**config.mk**
```make
export PLATFORM = sky130hd
export DESIGN_NAME = lp805x_sfr_presp
export DESIGN_NICKNAME = d
export VERILOG_FILES = /design/src/rtl/lp805x_sfr_pkg.sv /design/src/rtl/lp805x_sfr_fifo.sv /design/src/rtl/lp805x_sfr_presp.sv
export SDC_FILE = /design/constraint.sdc
export NUM_CORES = 1
export LEC_CHECK = 0
export CORE_ASPECT_RATIO = 1.25
export CORE_MARGIN = 2
export CORE_UTILIZATION = 40
export DETAILED_ROUTE_END_ITERATION = 7
export GPL_TIMING_DRIVEN = 1
export REMOVE_ABC_BUFFERS = 1
export SYNTH_ARGS = -nofsm -noshare
export SYNTH_HDL_FRONTEND = slang
export SYNTH_SLANG_ARGS = --single-unit
```
**constraint.sdc**
```tcl
create_clock -name clk -period 7.1 [get_ports clk]
set_input_delay 1.065 -clock clk [delete_from_list [all_inputs] [get_ports clk]]
set_output_delay 1.065 -clock clk [all_outputs]
set_load 0.03 [all_outputs]
```
**src/rtl/lp805x_sfr_pkg.sv**
```systemverilog
// Shared types and defaults for the SFR put/get responder.
// State encodings and default widths for the peripheral-side FSM.
package lp805x_sfr_pkg;

    typedef enum logic [1:0] {
        ST_IDLE  = 2'd0,
        ST_OFFER = 2'd1,
        ST_HOLD  = 2'd2
    } sfr_state_e;

    localparam int SFR_DW    = 8;
    localparam int SFR_DEPTH = 4;
    localparam int SFR_TMO   = 15;

endpackage

```
**src/rtl/lp805x_sfr_fifo.sv**
```systemverilog
// Small synchronous FIFO holding peripheral result bytes.
// Head is read combinationally; pop on an empty FIFO is ignored.
module lp805x_sfr_fifo
    import lp805x_sfr_pkg::*;
#(
    parameter int DW    = SFR_DW,
    parameter int DEPTH = SFR_DEPTH,
    parameter int AW    = $clog2(DEPTH)
) (
    input  logic          clk,
    input  logic          rst,
    input  logic          push,
    input  logic          pop,
    input  logic [DW-1:0] din,
    output logic [DW-1:0] head,
    output logic [AW:0]   count,
    output logic          full,
    output logic          empty,
    output logic          push_drop
);

    localparam logic [AW:0] FULL_CNT = (AW + 1)'(DEPTH);

    logic [DW-1:0] r_mem [DEPTH];
    logic [AW-1:0] r_wp;
    logic [AW-1:0] r_rp;
    logic [AW:0]   r_cnt;

    logic w_rd;
    logic w_wr;

    assign full      = (r_cnt == FULL_CNT);
    assign empty     = (r_cnt == '0);
    assign w_rd      = pop && !empty;
    // A pop in the same cycle frees the slot the push lands in.
    assign w_wr      = push && (!full || w_rd);
    assign push_drop = push && !w_wr;
    assign head      = r_mem[r_rp];
    assign count     = r_cnt;

    always_ff @(posedge clk) begin
        if (rst) begin
            r_wp  <= '0;
            r_rp  <= '0;
            r_cnt <= '0;
        end else begin
            if (w_wr) r_wp <= r_wp + 1'b1;
            if (w_rd) r_rp <= r_rp + 1'b1;
            if (w_wr && !w_rd) r_cnt <= r_cnt + 1'b1;
            else if (!w_wr && w_rd) r_cnt <= r_cnt - 1'b1;
        end
    end

    always_ff @(posedge clk) begin
        if (w_wr) r_mem[r_wp] <= din;
    end

endmodule

```
**src/rtl/lp805x_sfr_presp.sv**
```systemverilog
// Peripheral-side SFR responder: offers the FIFO head, holds it
// stable through the read, and pops it on the put commit.
module lp805x_sfr_presp
    import lp805x_sfr_pkg::*;
#(
    parameter int DW    = SFR_DW,
    parameter int DEPTH = SFR_DEPTH,
    parameter int AW    = $clog2(DEPTH),
    parameter int TMO   = SFR_TMO
) (
    input  logic          clk,
    input  logic          rst,
    input  logic          periph_we,
    input  logic [DW-1:0] periph_di,
    output logic          periph_full,
    output logic [AW:0]   count,
    output logic          sfr_prrdy,
    input  logic          sfr_pget,
    output logic          sfr_pwrdy,
    input  logic          sfr_pput,
    output logic [DW-1:0] sfr_pdo,
    output logic          ovf,
    input  logic          ovf_clr
);

    localparam int TW = (TMO > 0) ? $clog2(TMO + 1) : 1;
    localparam logic [TW-1:0] TMO_T   = TW'(TMO);
    localparam logic [TW-1:0] TMR_MAX = '1;

    sfr_state_e    r_state;
    sfr_state_e    w_state_nx;
    logic [TW-1:0] r_timer;
    logic [TW-1:0] w_timer_nx;
    logic          r_prrdy;
    logic          w_prrdy_nx;
    logic          r_pwrdy;
    logic          w_pwrdy_nx;
    logic [DW-1:0] r_pdo;
    logic [DW-1:0] w_pdo_nx;
    logic          r_ovf;

    logic [DW-1:0] w_head;
    logic          w_empty;
    logic          w_drop;
    logic          w_pop;

    assign w_pop = (r_state == ST_HOLD) && sfr_pput;

    lp805x_sfr_fifo #(
        .DW    (DW),
        .DEPTH (DEPTH),
        .AW    (AW)
    ) u_fifo (
        .clk       (clk),
        .rst       (rst),
        .push      (periph_we),
        .pop       (w_pop),
        .din       (periph_di),
        .head      (w_head),
        .count     (count),
        .full      (periph_full),
        .empty     (w_empty),
        .push_drop (w_drop)
    );

    always_comb begin
        w_state_nx = r_state;
        w_timer_nx = r_timer;
        w_prrdy_nx = 1'b0;
        w_pwrdy_nx = r_pwrdy;
        w_pdo_nx   = r_pdo;
        unique case (r_state)
            ST_IDLE: begin
                w_pwrdy_nx = 1'b0;
                if (!w_empty && !sfr_pget) begin
                    w_pdo_nx   = w_head;
                    w_prrdy_nx = 1'b1;
                    w_timer_nx = '0;
                    w_state_nx = ST_OFFER;
                end
            end
            ST_OFFER: begin
                if (sfr_pget) begin
                    w_pwrdy_nx = 1'b1;
                    w_timer_nx = '0;
                    w_state_nx = ST_HOLD;
                end else if (TMO != 0 && r_timer == TMO_T) begin
                    w_prrdy_nx = 1'b1;
                    w_timer_nx = '0;
                end else if (r_timer != TMR_MAX) begin
                    w_timer_nx = r_timer + 1'b1;
                end
            end
            ST_HOLD: begin
                // get may drop a cycle before put; only put ends the read.
                w_pwrdy_nx = 1'b1;
                if (sfr_pput) begin
                    w_pwrdy_nx = 1'b0;
                    w_timer_nx = '0;
                    w_state_nx = ST_IDLE;
                end
            end
            default: begin
                w_pwrdy_nx = 1'b0;
                w_timer_nx = '0;
                w_state_nx = ST_IDLE;
            end
        endcase
    end

    always_ff @(posedge clk) begin
        if (rst) begin
            r_state <= ST_IDLE;
            r_timer <= '0;
            r_prrdy <= 1'b0;
            r_pwrdy <= 1'b0;
            r_pdo   <= '0;
        end else begin
            r_state <= w_state_nx;
            r_timer <= w_timer_nx;
            r_prrdy <= w_prrdy_nx;
            r_pwrdy <= w_pwrdy_nx;
            r_pdo   <= w_pdo_nx;
        end
    end

    // A dropped push outranks a same-cycle clear.
    always_ff @(posedge clk) begin
        if (rst) r_ovf <= 1'b0;
        else if (w_drop) r_ovf <= 1'b1;
        else if (ovf_clr) r_ovf <= 1'b0;
    end

    assign sfr_prrdy = r_prrdy;
    assign sfr_pwrdy = r_pwrdy;
    assign sfr_pdo   = r_pdo;
    assign ovf       = r_ovf;

endmodule
```
Word level (Yosys, flattened, before mapping)
Memories as Yosys holds them, arrays and structs flattened. A register that Yosys moved wholly into a read port is not among the register bits.
Index checks and enable logic that the tools add are counted.
W data, S select, Z words.

operators by class
  eq/ne operators = 9
  muxes and demuxes = 23
  add/subtract/negate cells = 5
  reduce and logical (&&, ||, !) cells = 20

operators with widths
  kind                   count
  $mux W4                5
  $pmux W4 S3            1
  $mux W1                9
  $ne A4 B4 Y1 const B   2
  $logic_and A1 B1 Y1    7
  $mux W2                3
  $mux W3                2
  $ne A2 B2 Y1 const B   3
  $pmux W2 S3            1
  $reduce_and A3 Y1      2
  $logic_not A1 Y1       5
  $add A2 B1 Y2 const B  2
  $add A4 B1 Y4 const B  1
  $eq A4 B4 Y1 const B   1
  $pmux W1 S2            2
  $reduce_bool A2 Y1     2
  $add A3 B1 Y3 const B  1
  $eq A3 B3 Y1 const B   1
  $logic_not A3 Y1       1
  $sub A3 B1 Y3 const B  1
  $eq A2 B1 Y1 const B   1
  $eq A2 B2 Y1 const B   1
  $logic_not A2 Y1       1
  $reduce_and A2 Y1      1
  $logic_or A1 B1 Y1     1

storage, ports and cells
  input bits = 14
  bits in writable memories = 32
  register bits after elaboration = 16
  output and inout bits = 15
  logic and storage cells = 66
  memories = 1

memory list
  memory        depth  bits a word  read ports  clocked after Yosys merged registers in  wr ports  line                   text
  u_fifo.r_mem  4      8            1           1                                        1         lp805x_sfr_fifo.sv:24  logic [DW-1:0] r_mem [DEPTH];

Longest topological paths before layout
  word-level depth = 9
  mapped depth = 10
  gate-level depth less buffers = 10

Hierarchy
A second synthesis with hierarchy kept.

second synthesis, totals
  cells, all modules = 177
  area total of the unflattened synthesis = 2,483.6 um^2

modules (own cells, without submodules)
  module            sequential area each (um^2)  cells an instance  times used  area an instance (um^2)
  lp805x_sfr_fifo   1,141.1                      92                 1           1,651.6
  lp805x_sfr_presp  340.3                        85                 1           832.0

Worst setup path before layout
OpenSTA, ideal clock, no wires.

  path type = register to register
  start point = register u_fifo.r_cnt[2] (netlist: u_fifo.count[2])
  end point = register u_fifo.r_cnt[2] (netlist: u_fifo.count[2])
  period minus slack after synthesis = 2.855 ns
  required time = 7.029 ns
  slack = 4.245 ns
  library setup time = 0.071 ns
  data arrival time = 2.784 ns
  path buffers = 0
  cell stages (with the launch flop) = 9
  path through = dfxtp_1 nor3b_1 a21boi_1 ha_1 inv_1 fa_1 xor2_1 or3_1 a21oi_1

between the ends
  elaborated cells on any way between the ends = 16
  those cells by class = add/sub: 2; eq/ne: 1; mux: 2; reduce/logical: 11

RTL lines
  what                                 line                    text
  start: declaration                   lp805x_sfr_fifo.sv:27   logic [AW:0] r_cnt;
  start signal: assignment             lp805x_sfr_fifo.sv:49   if (w_wr && !w_rd) r_cnt <= r_cnt + 1'b1;
  start signal: assignment             lp805x_sfr_fifo.sv:50   else if (!w_wr && w_rd) r_cnt <= r_cnt - 1'b1;
  $eq A3 B3 Y1 *                       lp805x_sfr_fifo.sv:32   assign full = (r_cnt == FULL_CNT);
  net periph_full                      lp805x_sfr_presp.sv:15  output logic periph_full,
  $logic_not A1 Y1 *                   lp805x_sfr_fifo.sv:36   assign w_wr = push && (!full || w_rd);
  $logic_or A1 B1 Y1 *                 lp805x_sfr_fifo.sv:36
  $logic_and A1 B1 Y1 *                lp805x_sfr_fifo.sv:36
  net u_fifo.w_wr                      lp805x_sfr_fifo.sv:30   logic w_wr;
  $logic_not A1 Y1                     lp805x_sfr_fifo.sv:50
  $logic_and A1 B1 Y1                  lp805x_sfr_fifo.sv:50
  $reduce_bool A2 Y1 (no source line)  -

The timed path passes the listed nets; every way through them passes the cells marked *. The select of a mux whose other input is x is not followed.
A chain may end at the register's enable or synchronous reset.

Worst setup path after layout
  start point = input port sfr_pput
  end point = register u_fifo.r_cnt[2] (netlist: u_fifo.count[2])

between the ends
  longest elaborated chain between the ends = 7
  elaborated cells on any way between the ends = 10
  those cells by class = mux: 1; reduce/logical: 9

RTL lines
  what                                 line                    text
  start: declaration                   lp805x_sfr_presp.sv:20  input logic sfr_pput,
  $logic_and A1 B1 Y1 *                lp805x_sfr_presp.sv:47  assign w_pop = (r_state == ST_HOLD) && sfr_pput;
  $logic_and A1 B1 Y1 *                lp805x_sfr_fifo.sv:34   assign w_rd = pop && !empty;
  $logic_or A1 B1 Y1 *                 lp805x_sfr_fifo.sv:36
  $logic_and A1 B1 Y1 *                lp805x_sfr_fifo.sv:36
  net u_fifo.w_wr                      lp805x_sfr_fifo.sv:30
  $logic_not A1 Y1                     lp805x_sfr_fifo.sv:50
  $logic_and A1 B1 Y1                  lp805x_sfr_fifo.sv:50
  $reduce_bool A2 Y1 (no source line)  -

The timed path passes the listed nets; every way through them passes the cells marked *.

==> out/metrics.yaml <==
setup_path:
  endpoint: "u_fifo.count[2]$_SDFFE_PP0P_"
  crit_type: "input pin to flip-flop"
  rr_worst_depth: 10
  crit_fanout: 7
  worst_r2r_endpoint: "u_fifo.count[2]$_SDFFE_PP0P_"
  ff2ff_setup_slack_ns: 4.50
  required_ns: 7.32
  crit_path_start_kind: "input pin"
  cp-end-kind: "flip-flop"
  cp.arrival_ns: 3.42
  timing.rr.start: "r_state[0]$_SDFFE_PP0P_"
  worstSetupStartpoint: "sfr_pput"
place:
  dp_hpwl_mm: 2.83
  place.port_buffers: 28
  pre_cts_ws_ns: 3.57
  placed_area_sq_mm: 0.00263
  gp_congestion: 0.671
timing:
  worst_pin_slew_ns: 0.650
  setup-tns-final_ns: 0
  relSlewSlack_pct: 56.5
  setup_viol: 0
  finalWorstSetupSlack_ns: 3.90
  fmaxAchievable_mhz: 312
  hold_viol: 0
  finalMaxSlewViolations: 0
  fin_skew_ns: 0.00678
  rsz0062_at_grt: "no"
  whs_ns: 0.488
  period_share_pct: 45.1
  finalCriticalPeriod_ns: 3.20
global_route:
  grt_pass1_wl_mm: 6.71
  overflow: 0
  first_global_vias: 1431
  grt_usage_pct: 13.9
  grt_max_degree: 19
  antenna_found_initial: 0
synth:
  synth_area_leaders: "edfxtp_1 42%, dfxtp_1 21%, mux4_2 7.8%"
  avgSynthCellArea_sq_um: 14.2
  syn-cell-area_sq_mm: 0.00230
  ys_ff_latch: 56
  yosysSeqAreaShare_pct: 62.7
  synth_top_cell_by_area: "edfxtp_1"
  synth_ff_type: "edfxtp_1"
  netlist_instances: 162
  synth-edff-count: 32
  async_flop_share_pct: 0
  synth_cell_types: 35
  synth-warning-count: 0
  synth_top_area_share_pct: 41.8
route:
  wl_met3_microns: 212
  met1_length_mm: 1.74
  routed_wl_mm: 3.96
  routedWlPerCell_microns: 15.5
  firstDrtPassIters: 4
  dr_total_vias: 1358
  routed.top_layer: "met4"
  routed_via_density: 5.30
  drc: 0
  ant_nets: 0
  wl_met2_mm: 1.98
  drt_iter0_drc: 62
pwr:
  power.density_mw_per_mm2: 346
  p_leak_uw: 0.000956
  peakVddDrop_mv: 0.204
floorplan:
  fp-row-count: 30
  die-area_sq_mm: 0.00638
  die_w_microns: 71.8
  start_util_pct: 42.0
  die_h_microns: 88.8
  io_pins: 29
  core_sq_mm: 0.00548
clock_network:
  clock-root-buffer: "clkbuf_8"
  cts_resized: 0
  clkLatencyLatePin_ns: 0.30
  cts_sinks: 56
  cts.path.max_buffers: 2
  cts_hold_buf: 0
  cts_tree: "done"
  post_cts_buffers: 0
  htree_levels: 2
  clk_pin_slew_ns: 0.10
  cts_buffers: 5
min_path:
  hold_class: "flip-flop to flip-flop"
cells_and_area:
  post-route-util_pct: 50.2
  nets: 216
  fin_area_sq_mm: 0.00275
  nFillCells: 478
  diodes: 0
  area_growth_pct: 19.5
  multi_input_area_sq_um: 800
  ff_latch_area_sq_mm: 0.00144
  drive_above_1_share_pct: 9.38
status:
  status: "finished, final reports clean"
job:
  cap_violations: 0
-- how the worst min path moves through the flow --
stage          cells past startpoint               startpoint                 endpoint
2_1_floorplan                      2  r_timer[1]$_SDFFE_PP0P_  r_timer[1]$_SDFFE_PP0P_
3_3_place_gp                       1  sfr_pdo[1]$_SDFFE_PP0P_  sfr_pdo[1]$_SDFFE_PP0P_
3_5_place_dp                       1  sfr_pdo[1]$_SDFFE_PP0P_  sfr_pdo[1]$_SDFFE_PP0P_
4_1_cts                            1  sfr_pdo[1]$_SDFFE_PP0P_  sfr_pdo[1]$_SDFFE_PP0P_
5_1_grt                            1  sfr_pdo[1]$_SDFFE_PP0P_  sfr_pdo[1]$_SDFFE_PP0P_
6_report                           1  sfr_pdo[1]$_SDFFE_PP0P_  sfr_pdo[1]$_SDFFE_PP0P_
-- area by class of cell --
cell class | instances | area share, %
clock inverter | 2 | 1.41
sequential | 56 | 52.4
tap | 64 | 2.91
timing repair buffer | 28 | 10.2
multi-input combinational | 93 | 29.1
clock buffer | 6 | 3.00
inverter | 7 | 0.956
-- state kept, by name, indices dropped and copies added, names as in the netlist --
signal	cells
sfr_prrdy	1
u_fifo.count	3
ovf	1
sfr_pwrdy	1
u_fifo.r_wp	2
r_timer	4
sfr_pdo	8
u_fifo.r_rp	2
r_state	2
u_fifo.r_mem	32
-- critical path, stage by stage --
cell and delay, ns:
clkdlybuf4s50_1 0.51, nand2_1 0.08, a21boi_1 0.44, ha_1 0.28, inv_1 0.07, fa_1 0.38
xor2_1 0.15, or3_1 0.30, a21oi_1 0.14
-- metal layers --
layer,vias to the layer above,GRT usage [%]
met3,4,3.87
met2,36,23.7
met4,0,5.32
met5,-,0
li1,658,-
met1,660,16.9
-- cell usage after synthesis (2+ instances only) --
cell / number
dfxtp_1: 24
nor3b_1: 2
mux2i_1: 3
or3_1: 2
a22o_1: 8
ha_1: 10
mux4_2: 8
buf_1: 2
nand2b_1: 2
nand3_1: 4
nand4_1: 3
inv_1: 7
o21ai_0: 4
xor2_1: 4
nor2b_1: 2
buf_2: 2
nor2_1: 12
nand2_1: 5
and2_1: 4
a21oi_1: 8
edfxtp_1: 32
-- layout by cell type, fill, tap and decap left out, types with 4 or more instances in the layout --
master / n
a21oi_1: 8
a22o_1: 8
and2_1: 4
clkbuf_8: 6
clkdlybuf4s50_1: 28
dfxtp_1: 24
edfxtp_1: 32
ha_1: 10
inv_1: 7
mux4_2: 8
nand2_1: 5
nand3_1: 4
nor2_1: 12
o21ai_0: 4
xor2_1: 4
-- per-stage QoR --
step	std cells	total power, uW
CTS	256	963
floorplan	156	641
global route	256	1010
finish	256	950
global placement	248	737
detailed placement	248	747
-- logic make-up (layout without fill, tap and decap cells) --
| kind of cell | Yosys count | count (layout) | synth area share [%] |
|---|---|---|---|
| xor+xnor | 5 | 5 | 1.90 |
| simple gates | 40 | 40 | 9.47 |
| buf+inv | 13 | 43 | 2.56 |
| mux | 12 | 12 | 9.63 |
| fa+ha+maj | 11 | 11 | 6.31 |
| flops | 56 | 56 | 62.7 |
| compound gates | 25 | 25 | 7.45 |
-- where the power goes --
group / internal [uW] / switching (uW) / total, uW
Sequential: 400 / 34.7 / 435
Combinational: 134 / 167 / 301
Clock: 115 / 99.1 / 215
No activity file was read; power rests on OpenSTA's default activity.
